### src/rtl/cache_axi_arbiter.sv
// cache_axi_arbiter: merges ICache and DCache miss/uncached requests onto the
// single request port of the AXI bridge. One transaction is in flight at a time.
// Optional build macro ARB_ROUND_ROBIN_EN: alternate the winner on contention
// instead of fixed DCache priority with a starvation guard.
module cache_axi_arbiter #(
  parameter int STARVE_LIMIT  = 4,
  parameter int AXI_REQ_WIDTH = 2
) (
  input  logic                     clk,
  input  logic                     rst,
  // ICache side (loads only)
  input  logic                     i_req_valid,
  output logic                     i_req_ready,
  input  logic [31:0]              i_addr,
  input  logic                     i_cached,
  output logic                     i_resp_valid,
  output logic [31:0]              i_rdata,
  // DCache side (loads and stores)
  input  logic                     d_req_valid,
  output logic                     d_req_ready,
  input  logic                     d_we,
  input  logic [31:0]              d_addr,
  input  logic [31:0]              d_wdata,
  input  logic [3:0]               d_wstrb,
  input  logic                     d_cached,
  output logic                     d_resp_valid,
  output logic [31:0]              d_rdata,
  // AXI bridge side
  output logic [AXI_REQ_WIDTH-1:0] req,
  output logic [31:0]              ad,
  output logic [31:0]              wword,
  output logic [3:0]               wword_en,
  output logic                     cached,
  input  logic                     ready_to_pipline,
  input  logic                     task_finish,
  input  logic [31:0]              rword
);

  localparam logic [AXI_REQ_WIDTH-1:0] REQ_TO_AXI_NONE = AXI_REQ_WIDTH'(0);
  localparam logic [AXI_REQ_WIDTH-1:0] LOAD_WORD       = AXI_REQ_WIDTH'(1);
  localparam logic [AXI_REQ_WIDTH-1:0] WRITE_WORD      = AXI_REQ_WIDTH'(2);

  typedef enum logic [1:0] {IDLE, ISSUE, WAIT, RESP} state_t;

  state_t      r_state, w_next;
  logic        r_owner;      // 0 = ICache, 1 = DCache
  logic        r_we;
  logic [31:0] r_ad, r_wword, r_i_rdata, r_d_rdata;
  logic [3:0]  r_wstrb;
  logic        r_cached;
  logic        w_grant, w_win_d;

`ifdef ARB_ROUND_ROBIN_EN
  logic r_last_grant;        // 1 = DCache won last; reset to D so I wins first contention

  // Winner selection: on contention, whoever was not granted last
  always_comb begin
    w_win_d = d_req_valid && (!i_req_valid || !r_last_grant);
  end

  // Remember the most recent winner
  always_ff @(posedge clk or posedge rst) begin
    if (rst)          r_last_grant <= 1'b1;
    else if (w_grant) r_last_grant <= w_win_d;
  end
`else
  localparam logic [3:0] LIMIT = 4'(STARVE_LIMIT);
  logic [3:0] r_starve_cnt;

  // Winner selection: DCache first unless ICache has been passed over LIMIT times
  always_comb begin
    w_win_d = d_req_valid && (!i_req_valid || (r_starve_cnt != LIMIT));
  end

  // Count consecutive DCache grants made while ICache was waiting
  always_ff @(posedge clk or posedge rst) begin
    if (rst) begin
      r_starve_cnt <= '0;
    end else if (w_grant) begin
      if (w_win_d && i_req_valid)
        r_starve_cnt <= (r_starve_cnt == LIMIT) ? r_starve_cnt : r_starve_cnt + 4'd1;
      else
        r_starve_cnt <= '0;
    end
  end
`endif

  // Grant only from IDLE with an idle bridge and somebody asking
  always_comb begin
    w_grant = (r_state == IDLE) && ready_to_pipline && (i_req_valid || d_req_valid);
  end

  // State register
  always_ff @(posedge clk or posedge rst) begin
    if (rst) r_state <= IDLE;
    else     r_state <= w_next;
  end

  // Next-state logic; task_finish outside WAIT is ignored
  always_comb begin
    w_next = r_state;
    case (r_state)
      IDLE:    if (w_grant) w_next = ISSUE;
      ISSUE:   w_next = WAIT;
      WAIT:    if (task_finish) w_next = RESP;
      RESP:    w_next = IDLE;
      default: w_next = IDLE;
    endcase
  end

  // Holding registers latched at grant; read data captured on task_finish
  always_ff @(posedge clk or posedge rst) begin
    if (rst) begin
      r_owner   <= 1'b0;
      r_we      <= 1'b0;
      r_ad      <= '0;
      r_wword   <= '0;
      r_wstrb   <= '0;
      r_cached  <= 1'b0;
      r_i_rdata <= '0;
      r_d_rdata <= '0;
    end else begin
      if (w_grant) begin
        r_owner  <= w_win_d;
        r_we     <= w_win_d & d_we;
        r_ad     <= w_win_d ? d_addr   : i_addr;
        r_wword  <= w_win_d ? d_wdata  : '0;
        r_wstrb  <= w_win_d ? d_wstrb  : '0;
        r_cached <= w_win_d ? d_cached : i_cached;
      end
      if (r_state == WAIT && task_finish) begin
        if (r_owner) r_d_rdata <= rword;
        else         r_i_rdata <= rword;
      end
    end
  end

  // Handshake pulses decode from state so reset clears them immediately
  assign i_req_ready  = (r_state == ISSUE) && !r_owner;
  assign d_req_ready  = (r_state == ISSUE) &&  r_owner;
  assign i_resp_valid = (r_state == RESP)  && !r_owner;
  assign d_resp_valid = (r_state == RESP)  &&  r_owner;
  assign i_rdata      = r_i_rdata;
  assign d_rdata      = r_d_rdata;

  // Bridge port: request is a one-cycle strobe, fields held until next grant
  assign req      = (r_state != ISSUE) ? REQ_TO_AXI_NONE : (r_we ? WRITE_WORD : LOAD_WORD);
  assign ad       = r_ad;
  assign wword    = r_wword;
  assign wword_en = r_wstrb;
  assign cached   = r_cached;

endmodule

### config.mk
export PLATFORM = sky130hd
export DESIGN_NAME = cache_axi_arbiter
export DESIGN_NICKNAME = d
export VERILOG_FILES = /design/src/rtl/cache_axi_arbiter.sv
export SDC_FILE = /design/constraint.sdc
export NUM_CORES = 1
export LEC_CHECK = 0
export ABC_AREA = 0
export CAP_MARGIN = 10
export CORE_AREA = 2 2 124 126
export CTS_CLUSTER_SIZE = 16
export DETAILED_ROUTE_END_ITERATION = 6
export DIE_AREA = 0 0 126 128
export PLACE_DENSITY = 0.79
export SLEW_MARGIN = 20
export SYNTH_ARGS = -nofsm -noshare
export SYNTH_HDL_FRONTEND = slang
export SYNTH_SLANG_ARGS = --single-unit
### constraint.sdc
create_clock -name clk -period 5.1 [get_ports clk]
set_input_delay 1.02 -clock clk [delete_from_list [all_inputs] [get_ports clk]]
set_output_delay 1.02 -clock clk [all_outputs]
set_load 0.02 [all_outputs]
==> results.sh <==
export IMPL_outcome="completed"
export IMPL_first_pass_iters=5
export IMPL_antenna_found_initial=0
export IMPL_synth_cells=535
export IMPL_worst_skew_pair_late_latency_ns=0.41
export IMPL_p_seq_share_pct=33.1
export IMPL_grt_pass1_wl_mm=27.4
export IMPL_initial_core_util_pct=41.3
export IMPL_crit_fanout=39
export IMPL_die_w_microns=126
export IMPL_leakagePower_nw=4.00
export IMPL_max_slew_margin_pct=27.1
export IMPL_p_switching_mw=2.15
export IMPL_cp_arrival_ns=3.29
export IMPL_tightest_slew_ns=1.09
export IMPL_ios=280
export IMPL_core_area_sq_um=14900
export IMPL_wl_per_cell_microns=17.5
export IMPL_clock_power_share_pct=19.9
export IMPL_finalSetupTns_ns=0
export IMPL_grt_pass1_vias=5412
export IMPL_cap_violations=0
export IMPL_finalWirelength_mm=17.5
export IMPL_rows=45
export IMPL_cts_tree="built"
export IMPL_viasPerCell=5.15
export IMPL_hold_violations=0
export IMPL_ys_ff_latch=141
export IMPL_remaining_drc_errors=0
export IMPL_max_freq_mhz=333
export IMPL_ys_warn_count=0
export IMPL_dp_slack_ns=1.66
export IMPL_grt_remaining_overflow=0
export IMPL_p_int_mw=3.58
export IMPL_cts_buffers=17
export IMPL_grt_max_degree=122
export IMPL_hold_path_class="register to register"
export IMPL_via_count=5157
export IMPL_dp_hpwl_mm=12.5
export IMPL_drtIter0Drc=300
export IMPL_synth_seq_area_share_pct=57.4
export IMPL_synth_cell_type_count=26
export IMPL_post_cts_buffers=0
export IMPL_path_clk_slew_ns=0.06
export IMPL_drv_slew=0
export IMPL_ctsRootBufferMaster="clkbuf_16"
export IMPL_antennaDiodeCount=0
export IMPL_drive_gt1_share_pct=8.86
export IMPL_power_share_switching_pct=37.5
export IMPL_cts_sinks=141
export IMPL_dieHeight_microns=128
export IMPL_rsz0062_at_grt="false"
export IMPL_syn_area_per_cell_sq_um=11.5
export IMPL_stdcell_area_sq_um=9570
export IMPL_critPathRequiredTime_ns=5.39
export IMPL_share_comb_of_total_power_pct=46.9
export IMPL_postRouteAntennaNets=0
export IMPL_htree_levels=4
export IMPL_syn_area_sq_um=6140
export IMPL_hold_slack_ns=0.480
export IMPL_final_core_util_pct=64.4
export IMPL_synth_nets=682
export IMPL_dieArea_sq_um=16100
export IMPL_ir_worst_vdd_v=0.000257
export IMPL_fin_skew_ns=0.00736
export IMPL_grt_usage_pct=21.4
export IMPL_port_buffers=279
export IMPL_period_needed_ns=3.00
export IMPL_finalSetupViolations=0
export IMPL_crit_path_start_kind="input pin"
export IMPL_cts_resized=0
export IMPL_end_kind="register"
export IMPL_placed_cell_area_sq_um=9000
export IMPL_period_share_pct=58.8
export IMPL_ctsHoldBuffers=0
export IMPL_areaGrowthSynthToFinish_pct=55.8
export IMPL_crit_type="input pin to register"
export IMPL_place_gp_congestion=0.824
export IMPL_powerDensity_nw_per_um2=598
export IMPL_clockBufferDepth=2
export IMPL_nNetsFinal=947
export IMPL_finalWorstSetupSlack_ns=2.10
[cells in the mapped netlist (all sizes together)]
cell type	n	area (sq um)
nand2	143	537
dfrtp	141	3530
mux2	65	732
o21ai	41	205
buf	35	223
nand4	35	219
o211ai	34	410
clkbuf	6	22.5
ha	6	75.1
inv	6	22.5
and2	5	31.3
nor2b	5	31.3
nand2b	2	12.5
nand3	2	10.0
nand3b	2	15.0
a21oi	1	5.00
a31oi	1	6.26
a32oi	1	8.76
nand4b	1	23.8
o211a	1	10.0
o22a	1	8.76
o22ai	1	6.26
[cells by family after synthesis]
group	count (synthesis)	synth area share, %
muxes	65	11.9
and+or+nand+nor	195	14.3
buffers and inverters	47	4.36
DFF	141	57.4
adders and majority gates	6	1.22
AOI/OAI and AO/OA	81	10.8
[metrics by stage]
stage	cells	total power, mW
global placement	968	4.52
finish	1001	5.73
CTS	1000	5.78
detailed placement	968	4.61
global route	1001	6.03
floorplan	535	3.30
[worst max-delay path, stage by stage]
cell and delay (ns):
clkdlybuf4s50_1 0.69, o211ai_4 0.99, a21oi_1 0.23, mux2_1 0.35
[per-layer routing]
layer | up-vias | track usage [%] | part of all wire (%)
met2 | 218 | 37.0 | 50
met5 | - | 0 | 0
met3 | 28 | 5.59 | 6.1
li1 | 2392 | - | -
met4 | 0 | 7.30 | 2.1
met1 | 2519 | 26.1 | 42
[power by group through the flow]
stage                     Combinational, mW  Sequential (mW)  Clock (mW)
after CTS                              2.71             1.90        1.17
after detailed placement               2.70             1.91           0
after floorplan                       0.841             2.45           0
final                                  2.69             1.90        1.14
after global placement                 2.63             1.89           0
after global routing                   2.85             1.96        1.22
[final timing paths]
check                           slack, ns          end  cells past startpoint            start
worst max-delay path                 2.10   r_state[1]                      4      d_req_valid
worst min-delay path                 0.48    wword[15]                      2        wword[15]
worst max register to register       2.72       ad[29]                      5  r_starve_cnt[0]
worst min register to register       0.48    wword[15]                      2        wword[15]
max in group asynchronous            3.10   d_rdata[7]                      3              rst
min in group asynchronous            1.16  i_rdata[23]                      2              rst
[sequential cells by signal, indices dropped and copies added (netlist names)]
name / count
ad: 32
cached: 1
d_rdata: 32
i_rdata: 32
r_owner: 1
r_starve_cnt: 4
r_state: 2
r_we: 1
wword: 32
wword_en: 4
[area by class of cell]
| class | count | area, sq um |
|---|---|---|
| fillers | 1134 | 5290 |
| flip-flops and latches | 141 | 3530 |
| well taps | 188 | 235 |
| multi-input cells | 347 | 2360 |
| clock inverters | 12 | 113 |
| clock buffers | 20 | 437 |
| repair buffers | 287 | 2870 |
| inverters | 6 | 30.0 |
[layout by cell type (no fill, tap or decap), types with 2 or more instances in the layout]
master / n
and2_1: 4
buf_4: 7
clkbuf_1: 3
clkbuf_16: 17
clkdlybuf4s50_1: 279
clkinv_2: 2
clkinvlp_4: 5
dfrtp_1: 141
ha_1: 6
inv_1: 5
inv_6: 3
mux2_1: 65
nand2_1: 143
nand2b_1: 2
nand3_1: 2
nand3b_1: 2
nand4_1: 35
nor2b_1: 5
o211ai_1: 3
o211ai_2: 30
o21ai_1: 41
No activity file was read; power rests on OpenSTA's default activity.
==> RTL change, RTL diff (same settings) <==
Set the parameter `AXI_REQ_WIDTH` to 4 (it was 2).
--- a/src/rtl/cache_axi_arbiter.sv
+++ b/src/rtl/cache_axi_arbiter.sv
@@ -4,7 +4,7 @@
 // instead of fixed DCache priority with a starvation guard.
 module cache_axi_arbiter #(
   parameter int STARVE_LIMIT  = 4,
-  parameter int AXI_REQ_WIDTH = 2
+  parameter int AXI_REQ_WIDTH = 4
 ) (
   input  logic                     clk,
   input  logic                     rst,
Ports: changed (resized req); port bits go from 280 to 282. No check against the original RTL was run, so the function may have changed too.
==> RTL change against the original RTL <==
Global-route usage rose by 0.073 points; routed wire length fell by 0.51%; critical path type is now reg -> out; combinational power barely moved; first-iteration DRC count fell by 8.7%; die area did not move; sequential cell count did not move; synthesized cell count rose by 0.56%; synthesized area rose by 0.31%; cell area rose by 0.78%; worst setup slack improved by 110 ps; core utilization rose by 0.50 points; largest power group unchanged; highest routed layer unchanged; via count rose by 0.64%; non-clock buffer count fell by 1; total power rose by 2.2%.
==> RTL change: results (changes against the original RTL) <==
hold_sp=wword[31]$_DFFE_PP0P_ (was wword[15]$_DFFE_PP0P_); Final Wtd Congestion=0.806 (was 0.824); Ys Warns=0 (unchanged); Commonest cells post-synth=143 x nand2_1, 141 x dfrtp_1, 65 x mux2_1 (unchanged); slowest stage cell, crit path=clkdlybuf4s50_1 (was o211ai_4); Largest stage delay, worst path=630 ps (was 990 ps); CTS Buffer Depth=2 (unchanged); vias in the first global route=5218 (was 5412); max-cap violations=0 (unchanged); Final HPWL DP=12.4 mm (was 12.5 mm); largest net degree at the start of global routing=111 (was 122); Clock Root Buffer=clkbuf_16 (unchanged); NumNets Final=948 (was 947); CTS Buf Count=17 (unchanged); initial antenna violation count=0 (unchanged); filler cell count in the final layout=1145 (was 1134); top post-synthesis cells by area=dfrtp_1 57%, mux2_1 12%, nand2_1 8.7% (unchanged); Worst-Skew Late Latency=410 ps (about the same); Avg Cell Area, Syn=11.5 µm² (about the same); FFs w/ async S/R, synth=1.00 (unchanged); maximum vdd drop=0.257 mV (about the same); first-pass GRT wire length=27.6 mm (was 27.4 mm); internal power=3700 µW (was 3580 µW); Port Buffers=279 (unchanged); H-tree depth=4 (unchanged); CTS resizes=0 (unchanged); worst r2r path cells=5 (unchanged); CTS clk-pin slew, worst paths=roughly 50 ps; Final Hold Fails=0 (unchanged); router iterations before antenna repair=4 (was 5); ant diodes=0 (unchanged); vias per cell=5.18 (was 5.15); critical path arrival=1870 ps (was 3290 ps); Setup Buffers After CTS=0 (unchanged); Worst Tran Pin Value=1070 ps (was 1090 ps); All-Layer GR Usage=0.215 (was 0.214); Hold Path End=wword[31]$_DFFE_PP0P_ (was wword[15]$_DFFE_PP0P_); Hold Path Stages=2 (unchanged); outcome=finished, final reports clean (unchanged); Worst Hold Class=reg -> reg (unchanged); Worst R2R Setup Slack=2770 ps (was 2720 ps); First DRT Iteration DRCs=274 (was 300); placed insts=969 (was 968); post-synth cell types=27 (was 26); post-synthesis sequential area ratio=0.573 (was 0.574); post-route insts no fill=1002 (was 1001); worst-path fanout max=4 (was 39); WL final=17.4 mm (was 17.5 mm); r2r endpoint=ad[28]$_DFFE_PP0P_ (was ad[29]$_DFFE_PP0P_); layout cells sized above 1=0.0897 (was 0.0886); clk_skew=9.51 ps (was 7.36 ps); reg2reg start=r_starve_cnt[0]$_DFFE_PP0P_ (unchanged); leakage=0.00405 µW (was 0.00400 µW)
## RTL change: critical path: cells and delay by family (launching register included)
| family | cells | cell delay (ps) |
|---|---|---|
| buffers and inverters | 2 | 720 |
| DFF | 1 | 410 |
| adders and majority gates | 1 | 190 |
| and+or+nand+nor | 1 | 150 |
## RTL change: how the worst max path moves through the flow
stage	start	endpoint	slack, ps	depth (start not counted)
floorplan	rst	ad[0]$_DFFE_PP0P_	300	1
global placement	d_req_valid	r_state[1]$_DFFE_PP0P_	1880	5
detailed placement	d_req_valid	ad[25]$_DFFE_PP0P_	1790	5
CTS	r_state[1]$_DFFE_PP0P_	i_req_ready	2170	4
global route	r_state[1]$_DFFE_PP0P_	i_req_ready	2100	4
finish	r_state[1]$_DFFE_PP0P_	i_req_ready	2210	4
## RTL change: power groups by stage
stage               combinational [µW]  sequential, µW  clock (µW)
floorplan                          844            2450           0
global placement                  2630            1900           0
detailed placement                2700            1930           0
CTS                               2710            1920        1280
global route                      2860            1970        1320
finish                            2690            1910        1250
## RTL change: kinds of logic after synthesis
logic type / count (synthesis) / share of synthesized area
and+or+nand+nor: 195 / 0.143
AOI/OAI and AO/OA: 81 / 0.107
buffers and inverters: 49 / 0.0459
DFF: 141 / 0.573
other: 1 / 0.000609
muxes: 65 / 0.119
adders and majority gates: 6 / 0.0122
## RTL change: layout make-up
cell class / instances / area share
clock inverters: 13 / 0.0170
multi-input cells: 349 / 0.246
inverters: 6 / 0.00285
well taps: 188 / 0.0244
clock buffers: 19 / 0.0459
repair buffers: 286 / 0.298
flip-flops and latches: 141 / 0.366
## RTL change: metal layers
metal | routed length (µm) | vias to the layer above | global-route usage | share of wire
li1 | - | 2385 | - | -
met1 | 7220 | 2533 | 0.270 | 0.41
met2 | 8640 | 240 | 0.361 | 0.50
met3 | 1160 | 32 | 0.0572 | 0.067
met4 | 383 | 0 | 0.0737 | 0.022
met5 | 0 | - | 0 | 0
## RTL change: per-stage QoR
step	setup slack [ps]	total power, µW	utilization	hold WS (ps)	cell area (µm²)
after floorplan	299	3300	-	470	6170
after global placement	1880	4530	0.606	466	9010
after detailed placement	1790	4620	0.606	474	9010
after CTS	2170	5900	0.647	487	9620
after global routing	2100	6160	0.649	504	9650
final	2210	5850	0.649	479	9650
